$ cat src/rtl/backend_pkg.sv
// Shared out-of-order backend definitions: width helpers, ROB entry layout
// and the packed-bus slicing macro used by the CDB, RAT and issuer.
`ifndef BACKEND_PKG_SV
`define BACKEND_PKG_SV

// Slot idx of a packed bus of w-bit lanes, lane 0 in the LSBs.
`define BUS_SLICE(bus, idx, w) bus[(idx)*(w) +: (w)]

package backend_pkg;

   function automatic int unsigned rob_entry_log2(input int unsigned n);
      return $clog2(n);
   endfunction

   function automatic int unsigned arch_entry_log2(input int unsigned n);
      return $clog2(n);
   endfunction

   // ROB entry word: flag bits at the bottom, then arch_id, then data.
   localparam int unsigned ENT_VALID    = 0;
   localparam int unsigned ENT_DONE     = 1;
   localparam int unsigned ENT_ARCH_LSB = 2;

   function automatic int unsigned ent_data_lsb(input int unsigned arch_w);
      return ENT_ARCH_LSB + arch_w;
   endfunction

   function automatic int unsigned ent_width(input int unsigned arch_w,
                                             input int unsigned data_w);
      return ENT_ARCH_LSB + arch_w + data_w;
   endfunction

endpackage

`endif

$ cat src/rtl/rob_commit_select.sv
// Contiguous-prefix retire selection over head-relative valid/done vectors.
module rob_commit_select #(
   parameter int unsigned WIDTH = 2,
   parameter int unsigned CNT_W = 4
) (
   input  logic             enable,
   input  logic [WIDTH-1:0] rel_valid,
   input  logic [WIDTH-1:0] rel_done,
   output logic [WIDTH-1:0] commit_valid,
   output logic [CNT_W-1:0] retire_cnt
);

   logic run;

   always_comb begin
      run          = enable;
      commit_valid = '0;
      retire_cnt   = '0;
      for (int unsigned k = 0; k < WIDTH; k++) begin
         run             = run & rel_valid[k] & rel_done[k];
         commit_valid[k] = run;
         retire_cnt      = retire_cnt + CNT_W'(run);
      end
   end

endmodule

$ cat src/rtl/reorder_buffer_mc.sv
// Multi-port write-back, multi-commit reorder buffer with single-cycle flush.
`include "backend_pkg.sv"

module reorder_buffer_mc
   import backend_pkg::*;
#(
   parameter int unsigned ROB_ENTRY    = 8,
   parameter int unsigned ARCH_ENTRY   = 32,
   parameter int unsigned DATA_WIDTH   = 32,
   parameter int unsigned WB_PORTS     = 2,
   parameter int unsigned COMMIT_WIDTH = 2,
   localparam int unsigned ROB_ENTRY_LOG2  = rob_entry_log2(ROB_ENTRY),
   localparam int unsigned ARCH_ENTRY_LOG2 = arch_entry_log2(ARCH_ENTRY)
) (
   input  logic                                    CLK,
   input  logic                                    RST,
   input  logic                                    alloc_request,
   input  logic [ARCH_ENTRY_LOG2-1:0]              alloc_arch_id,
   output logic                                    alloc_grant,
   output logic [ROB_ENTRY_LOG2-1:0]               alloc_alias_id,
   input  logic [WB_PORTS-1:0]                     wb_valid,
   input  logic [WB_PORTS*ROB_ENTRY_LOG2-1:0]      wb_id,
   input  logic [WB_PORTS*DATA_WIDTH-1:0]          wb_data,
   input  logic                                    commit_ready,
   output logic [COMMIT_WIDTH-1:0]                 commit_valid,
   output logic [COMMIT_WIDTH*ARCH_ENTRY_LOG2-1:0] commit_arch_id,
   output logic [COMMIT_WIDTH*ROB_ENTRY_LOG2-1:0]  commit_alias,
   output logic [COMMIT_WIDTH*DATA_WIDTH-1:0]      commit_data,
   input  logic                                    flush,
   output logic [ROB_ENTRY_LOG2:0]                 rob_count,
   output logic                                    rob_full,
   output logic                                    rob_empty
);

   localparam int unsigned PW           = ROB_ENTRY_LOG2 + 1;
   localparam int unsigned ENT_DATA_LSB = ent_data_lsb(ARCH_ENTRY_LOG2);
   localparam int unsigned ENT_W        = ent_width(ARCH_ENTRY_LOG2, DATA_WIDTH);

   logic [ENT_W-1:0]          ent [ROB_ENTRY];
   logic [PW-1:0]             head;
   logic [PW-1:0]             tail;
   logic [ROB_ENTRY_LOG2-1:0] tail_idx;
   logic [ROB_ENTRY_LOG2-1:0] rel_idx [COMMIT_WIDTH];
   logic [COMMIT_WIDTH-1:0]   rel_valid;
   logic [COMMIT_WIDTH-1:0]   rel_done;
   logic [PW-1:0]             retire_cnt;
   logic [ROB_ENTRY_LOG2-1:0] wb_idx [WB_PORTS];
   logic [DATA_WIDTH-1:0]     wb_val [WB_PORTS];

   assign tail_idx       = tail[ROB_ENTRY_LOG2-1:0];
   assign alloc_alias_id = tail_idx;
   assign rob_empty      = (head == tail);
   assign rob_full       = (head[ROB_ENTRY_LOG2-1:0] == tail_idx) &&
                           (head[ROB_ENTRY_LOG2] != tail[ROB_ENTRY_LOG2]);
   assign rob_count      = tail - head;
   assign alloc_grant    = alloc_request & ~rob_full & ~flush;

   always_comb begin
      for (int unsigned p = 0; p < WB_PORTS; p++) begin
         wb_idx[p] = `BUS_SLICE(wb_id, p, ROB_ENTRY_LOG2);
         wb_val[p] = `BUS_SLICE(wb_data, p, DATA_WIDTH);
      end
   end

   always_comb begin
      for (int unsigned k = 0; k < COMMIT_WIDTH; k++) begin
         rel_idx[k]   = head[ROB_ENTRY_LOG2-1:0] + ROB_ENTRY_LOG2'(k);
         rel_valid[k] = ent[rel_idx[k]][ENT_VALID];
         rel_done[k]  = ent[rel_idx[k]][ENT_DONE];
      end
   end

   rob_commit_select #(
      .WIDTH (COMMIT_WIDTH),
      .CNT_W (PW)
   ) u_commit_select (
      .enable       (~flush),
      .rel_valid    (rel_valid),
      .rel_done     (rel_done),
      .commit_valid (commit_valid),
      .retire_cnt   (retire_cnt)
   );

   always_comb begin
      commit_arch_id = '0;
      commit_alias   = '0;
      commit_data    = '0;
      for (int unsigned k = 0; k < COMMIT_WIDTH; k++) begin
         if (commit_valid[k]) begin
            `BUS_SLICE(commit_arch_id, k, ARCH_ENTRY_LOG2) = ent[rel_idx[k]][ENT_ARCH_LSB +: ARCH_ENTRY_LOG2];
            `BUS_SLICE(commit_alias, k, ROB_ENTRY_LOG2)    = rel_idx[k];
            `BUS_SLICE(commit_data, k, DATA_WIDTH)         = ent[rel_idx[k]][ENT_DATA_LSB +: DATA_WIDTH];
         end
      end
   end

   always_ff @(posedge CLK or posedge RST) begin
      if (RST) begin
         head <= '0;
         tail <= '0;
         for (int unsigned i = 0; i < ROB_ENTRY; i++) ent[i] <= '0;
      end else if (flush) begin
         head <= '0;
         tail <= '0;
         for (int unsigned i = 0; i < ROB_ENTRY; i++) begin
            ent[i][ENT_VALID] <= 1'b0;
            ent[i][ENT_DONE]  <= 1'b0;
         end
      end else begin
         if (alloc_grant) begin
            ent[tail_idx][ENT_VALID]                         <= 1'b1;
            ent[tail_idx][ENT_DONE]                          <= 1'b0;
            ent[tail_idx][ENT_ARCH_LSB +: ARCH_ENTRY_LOG2]   <= alloc_arch_id;
            tail                                             <= tail + PW'(1);
         end
         // Highest port is written first so the lowest port lands last and wins a shared id.
         for (int unsigned i = 0; i < WB_PORTS; i++) begin
            if (wb_valid[WB_PORTS-1-i] && ent[wb_idx[WB_PORTS-1-i]][ENT_VALID]) begin
               ent[wb_idx[WB_PORTS-1-i]][ENT_DONE]                      <= 1'b1;
               ent[wb_idx[WB_PORTS-1-i]][ENT_DATA_LSB +: DATA_WIDTH]    <= wb_val[WB_PORTS-1-i];
            end
         end
         if (commit_ready) begin
            for (int unsigned k = 0; k < COMMIT_WIDTH; k++) begin
               if (commit_valid[k]) begin
                  ent[rel_idx[k]][ENT_VALID] <= 1'b0;
                  ent[rel_idx[k]][ENT_DONE]  <= 1'b0;
               end
            end
            head <= head + retire_cnt;
         end
      end
   end

endmodule

$ cat config.mk
export PLATFORM = sky130hd
export DESIGN_NAME = reorder_buffer_mc
export DESIGN_NICKNAME = d
export VERILOG_FILES = /design/src/rtl/rob_commit_select.sv /design/src/rtl/reorder_buffer_mc.sv
export VERILOG_INCLUDE_DIRS = /design/src /design/src/rtl
export SDC_FILE = /design/constraint.sdc
export NUM_CORES = 1
export LEC_CHECK = 0
export ABC_CLOCK_PERIOD_IN_PS = 15200
export CAP_MARGIN = 10
export CORE_MARGIN = 2
export CORE_UTILIZATION = 49
export CTS_CLUSTER_SIZE = 14
export DETAILED_ROUTE_END_ITERATION = 12
export DONT_BUFFER_PORTS = 1
export GPL_ROUTABILITY_DRIVEN = 0
export GPL_TIMING_DRIVEN = 1
export SLEW_MARGIN = 20
export SYNTH_ARGS = -nofsm -noshare
export SYNTH_HDL_FRONTEND = slang
export SYNTH_SLANG_ARGS = --single-unit
$ cat constraint.sdc
create_clock -name CLK -period 15.2 [get_ports CLK]
set_input_delay 3.04 -clock CLK [delete_from_list [all_inputs] [get_ports CLK]]
set_output_delay 3.04 -clock CLK [all_outputs]
set_load 0.005 [all_outputs]
; After elaboration in Yosys (flattened, before gate mapping)
; Cells that the tools add are included.
[classes]
addsub = 5
mul = 0
div = 0
order_cmp = 10
eq_ne = 3
shifts = 0
mux = 66
bitwise = 26
reduce_logical = 10
[op_table]
columns = op, count
row1 = $mux 312, 11
row2 = $and 312x312->312, 5
row3 = $not 312->312, 5
row4 = $demux 39 s3, 11
row5 = $bwmux 312, 3
row6 = $or 312x312->312, 3
row7 = $bmux 39 s3, 4
row8 = $mux 39, 6
row9 = $mux 32, 2
row10 = $mux 2, 13
row11 = $ge 4x4->1 const B, 5
row12 = $lt 4x1->1 const B, 5
row13 = $not 3->4, 5
row14 = $mux 4, 4
row15 = $mux 5, 2
row16 = $logic_and 1x1->1, 8
row17 = $mux 1, 7
row18 = $mux 7, 1
row19 = $and 1x1->1, 6
row20 = $mux 3, 2
row21 = $add 4x1->4 const B, 1
row22 = $add 4x4->4, 1
row23 = $eq 4x4->1, 1
row24 = $reduce_bool 2->1, 2
row25 = 6 further kinds, 7
[totals]
register_bits = 320
latchBits = 0
ram_bits = 0
rom_bits = 0
input_bits = 82
out_inout_bits = 92
wordCells = 138
memories = 0

; Logic depth before layout (Yosys ltp)
[depth]
depth_word = 28
depth_mapped = 15
depth_no_buf = 12

; Modules after synthesis
; Synthesis repeated with hierarchy kept, for this count alone.
[hier_totals]
hier_cells = 1811
hier_area_um2 = 19467.4
[by_module_without_submodules]
columns = mod, instances, cells_each, area_each_um2, seq_area_each_um2
row1 = reorder_buffer_mc, 1, 1804, 19411.1, 8007.7
row2 = rob_commit_select, 1, 7, 56.3, 0.0

; Least setup slack after synthesis
; No wires, ideal clock.
[synth_timing]
kind = input port to output port
from = input flush
to = output commit_arch_id[8]
arrival_time_ns = 4.192
t_required_ns = 12.160
path_slack_ns = 7.968
cell_stages = 7
path_buffers = 3
cell_sequence = buf_2 a21oi_2 nand4_4 a211o_1 buf_6 buf_6 a21oi_2
[synth_via]
elab_chain_len = 6
[synth_lines]
columns = element, line_no
row1 = from (decl), reorder_buffer_mc.sv:29  ; input logic flush,
row2 = $not 1->1, reorder_buffer_mc.sv:77  ; .enable (~flush),
row3 = $and 1x1->1 (4 in series), rob_commit_select.sv:20  ; run = run & rel_valid[k] & rel_done[k];
row4 = $mux 5, reorder_buffer_mc.sv:89  ; if (commit_valid[k]) begin
row5 = to (decl), reorder_buffer_mc.sv:26  ; output logic [COMMIT_WIDTH*ARCH_ENTRY_LOG2-1:0] commit_arch_id,
; No other way between the ends.

; Worst setup path in the final report
[layout_timing]
from = input flush
to = output commit_arch_id[7]
; The elaborated chain is that of the path after synthesis.

==> run_results.csv <==
group,metric,value,unit
outcome,status,"completed",
synthesis,yosys_warnings,0,
sta,timing_hold_violations_final,0,
final_layout,drive_gt1_frac,0.180,
sta,grt_setup_unrepaired,"false",
final_layout,area_growth,6.41,%
critical_path,rrSetupSlack,10.03,ns
critical_path,critPathMaxFanout,288,
critical_path,r2r.worst_path.cells,12,
synthesis,syn_area,19600,um2
critical_path,r2r_start,"head[2]",
clock_network,cts_buffers,38,
final_layout,fillCellCount,3574,
power,combPwrFrac,0.088,
critical_path,cp_top_family,"compound AO/OA/AOI/OAI gates",
global_route,antenna_found_initial,0,
global_route,grt-ovfl-total,0,
worst_hold_path,hold_class,"reg2reg",
power,swShare,0.238,
critical_path,critPathLaunchType,"primary input",
clock_network,clkTransAtPathRegs,0.06,ns
route,vias,16500,
final_layout,finalNetCount,1891,
synthesis,syn_inst,1977,
die,initial_core_util,0.495,
run,maxCapViolations,0,
die,die_area,41700,um2
route,ant_nets,0,
worst_hold_path,hold_path_end,"ent[261]",
power,irDropWorstVdd,0.0000587,V
clock_network,cts_tree,"built",
clock_network,clk_latency,0.53,ns
clock_network,holdBufCountCts,0,
place,numPortBuffers,0,
die,die_w,204,um
critical_path,path_buf_inv,1,
global_route,grt_pass1_wl,105000,um
synthesis,yosysUniqueCellTypes,56,
sta,hold_slack,0.495,ns
sta,clock.fmax,123,MHz
sta,final-setup-viol-count,0,
die,die_height,204,um
sta,slew_headroom,0.234,
sta,fin_worst_skew,0.0116,ns
final_layout,antenna_cells,0,
route,first_pass_iters,7,
die,num_rows,73,
worst_hold_path,hold_start,"ent[261]",
critical_path,r2r-end,"head[1]",
sta,tightest_slew,1.15,ns
global_route,grt_pass1_vias,16200,
critical_path,startpoint,"flush",
sta,slew_violations,0,
critical_path,arrival,5.08,ns
place,dpl.hpwl,39500,um
synthesis,synth_ff_type,"dfrtp_1",
power,power_density,103,nW/um2
clock_network,clk_path_buf_depth,3,
worst_hold_path,holdPathStages,2,
sta,finalCritPeriodShare,0.534,
clock_network,cts_resized,0,
synthesis,syn_nets,2069,
critical_path,cp-end-kind,"primary output",
power,power.share.sequential,0.446,
critical_path,slowest_stage,"a211o_2",
critical_path,crit_chain,"a21oi_2, nand4_4, a211o_2, buf_4, a21oi_1",
synthesis,synth_area_per_cell,9.93,um2
clock_network,h-tree-depth,2,
synthesis,synth-edff-count,0,
global_route,grt_max_degree,289,
clock_network,clockRootBuffer,"clkbuf_16",
sta,setup_tns,0,ns
critical_path,max_stage_delay,0.47,ns
clock_network,cts_setup_buffers,0,
route,avgViaCountPerCell,7.00,
sta,fin_crit,8.12,ns
final_layout,post-route-util,0.527,
power,intPower,0.00163,W
synthesis,seq_area_frac_synth,0.408,
power,p_leak,7.78,nW
route,drt_wl_total,69100,um
power,p_sw,0.000510,W
synthesis,synth_seq_cells,320,
final_layout,most-common-layout-cells,"nand2_1, dfrtp_1, a22oi_1, o21ai_0, mux4_2",
route,drcViolationCount,0,
critical_path,crit_required,12.16,ns
final_layout,layout_commonest_cell,"nand2_1",
power,p_clk_frac,0.466,
synthesis,synthArstFlopShare,1.00,
global_route,grtUsageTotal,0.334,
die,ios,174,
route,drt_iter0_markers,2116,
die,core_area,39600,um2
route,wl_per_cell,29.4,um
critical_path,path_class,"in2out",
clock_network,cts_sinks,320,
[Yosys cell counts, types with 4 or more instances]
cell      count  area share
clkbuf_2     32      0.0082
nand2_1     413       0.079
a21oi_2      11      0.0049
nand3_1      21      0.0054
nor3_1       13      0.0033
nor2_1       36      0.0069
o211a_1       4      0.0020
a22oi_1     260       0.099
nor2b_1       9      0.0029
a21oi_1      75       0.019
mux4_2      149        0.17
o21ai_0     207       0.053
dfrtp_1     320        0.41
ha_1          8      0.0051
a21o_1       10      0.0038
inv_1        15      0.0029
buf_2        50       0.013
clkbuf_1    128       0.024
o211ai_1      4      0.0015
o21ai_1      53       0.014
xnor2_1       4      0.0018
buf_4        22      0.0084
buf_6         9      0.0052
nand4_1       7      0.0022
buf_1         9      0.0017
mux2_2       40       0.023
and3_1       12      0.0038
mux2i_1      10      0.0051
[final cells by class]
cell class / instances / area [um2] / area share
Clock inverter: 10 / 154 / 0.00737
Tap cell: 525 / 657 / 0.0314
Multi-Input combinational cell: 1391 / 10500 / 0.503
Timing Repair Buffer: 32 / 269 / 0.0129
Inverter: 16 / 67.6 / 0.00323
Clock buffer: 58 / 1230 / 0.0589
Sequential cell: 320 / 8020 / 0.384
[power by group through the flow]
stage	sequential, W	combinational (W)	clock, W
after detailed placement	0.000969	0.000189	0
final	0.000956	0.000190	0.000998
after global placement	0.000965	0.000187	0
after global routing	0.000964	0.000213	0.00104
after floorplan	0.000953	0.000181	0
after CTS	0.000955	0.000190	0.00101
[tightest hold or removal path: stages (launching register included)]
cell     delay, ns
dfrtp_1       0.35
nand2_1       0.05
o21ai_0       0.06
[layer usage]
layer | share of wire | track usage | vias up
met1 | 0.40 | 0.464 | 8403
met2 | 0.47 | 0.516 | 968
li1 | - | - | 6909
met3 | 0.10 | 0.0762 | 177
met4 | 0.034 | 0.118 | 0
met5 | 0 | 0 | -
[stage by stage]
stage / worst slack, ns / area (um2) / cells / total power (W)
finish: 7.08 / 20900 / 2352 / 0.00214
global route: 7.46 / 20900 / 2352 / 0.00222
CTS: 7.62 / 20900 / 2351 / 0.00215
detailed placement: 7.63 / 19500 / 2283 / 0.00116
global placement: 7.45 / 19500 / 2282 / 0.00115
floorplan: 3.30 / 19600 / 1977 / 0.00113
[how the worst max path moves through the flow]
stage / slack, ns / endpoint / cells past startpoint
finish: 7.08 / commit_arch_id[7] / 5
global route: 7.46 / commit_data[57] / 5
CTS: 7.62 / commit_arch_id[7] / 5
detailed placement: 7.63 / commit_data[57] / 5
global placement: 7.45 / commit_data[51] / 4
floorplan: 3.30 / async pin / 1
[cell families after synthesis]
| group | after synthesis | synth area share |
|---|---|---|
| simple gates | 536 | 0.114 |
| fa+ha+maj | 10 | 0.00714 |
| compound gates | 637 | 0.203 |
| flops | 320 | 0.408 |
| xor+xnor | 9 | 0.00478 |
| mux | 199 | 0.199 |
| buf+inv | 266 | 0.0637 |
(Power assumes the default switching activity.)
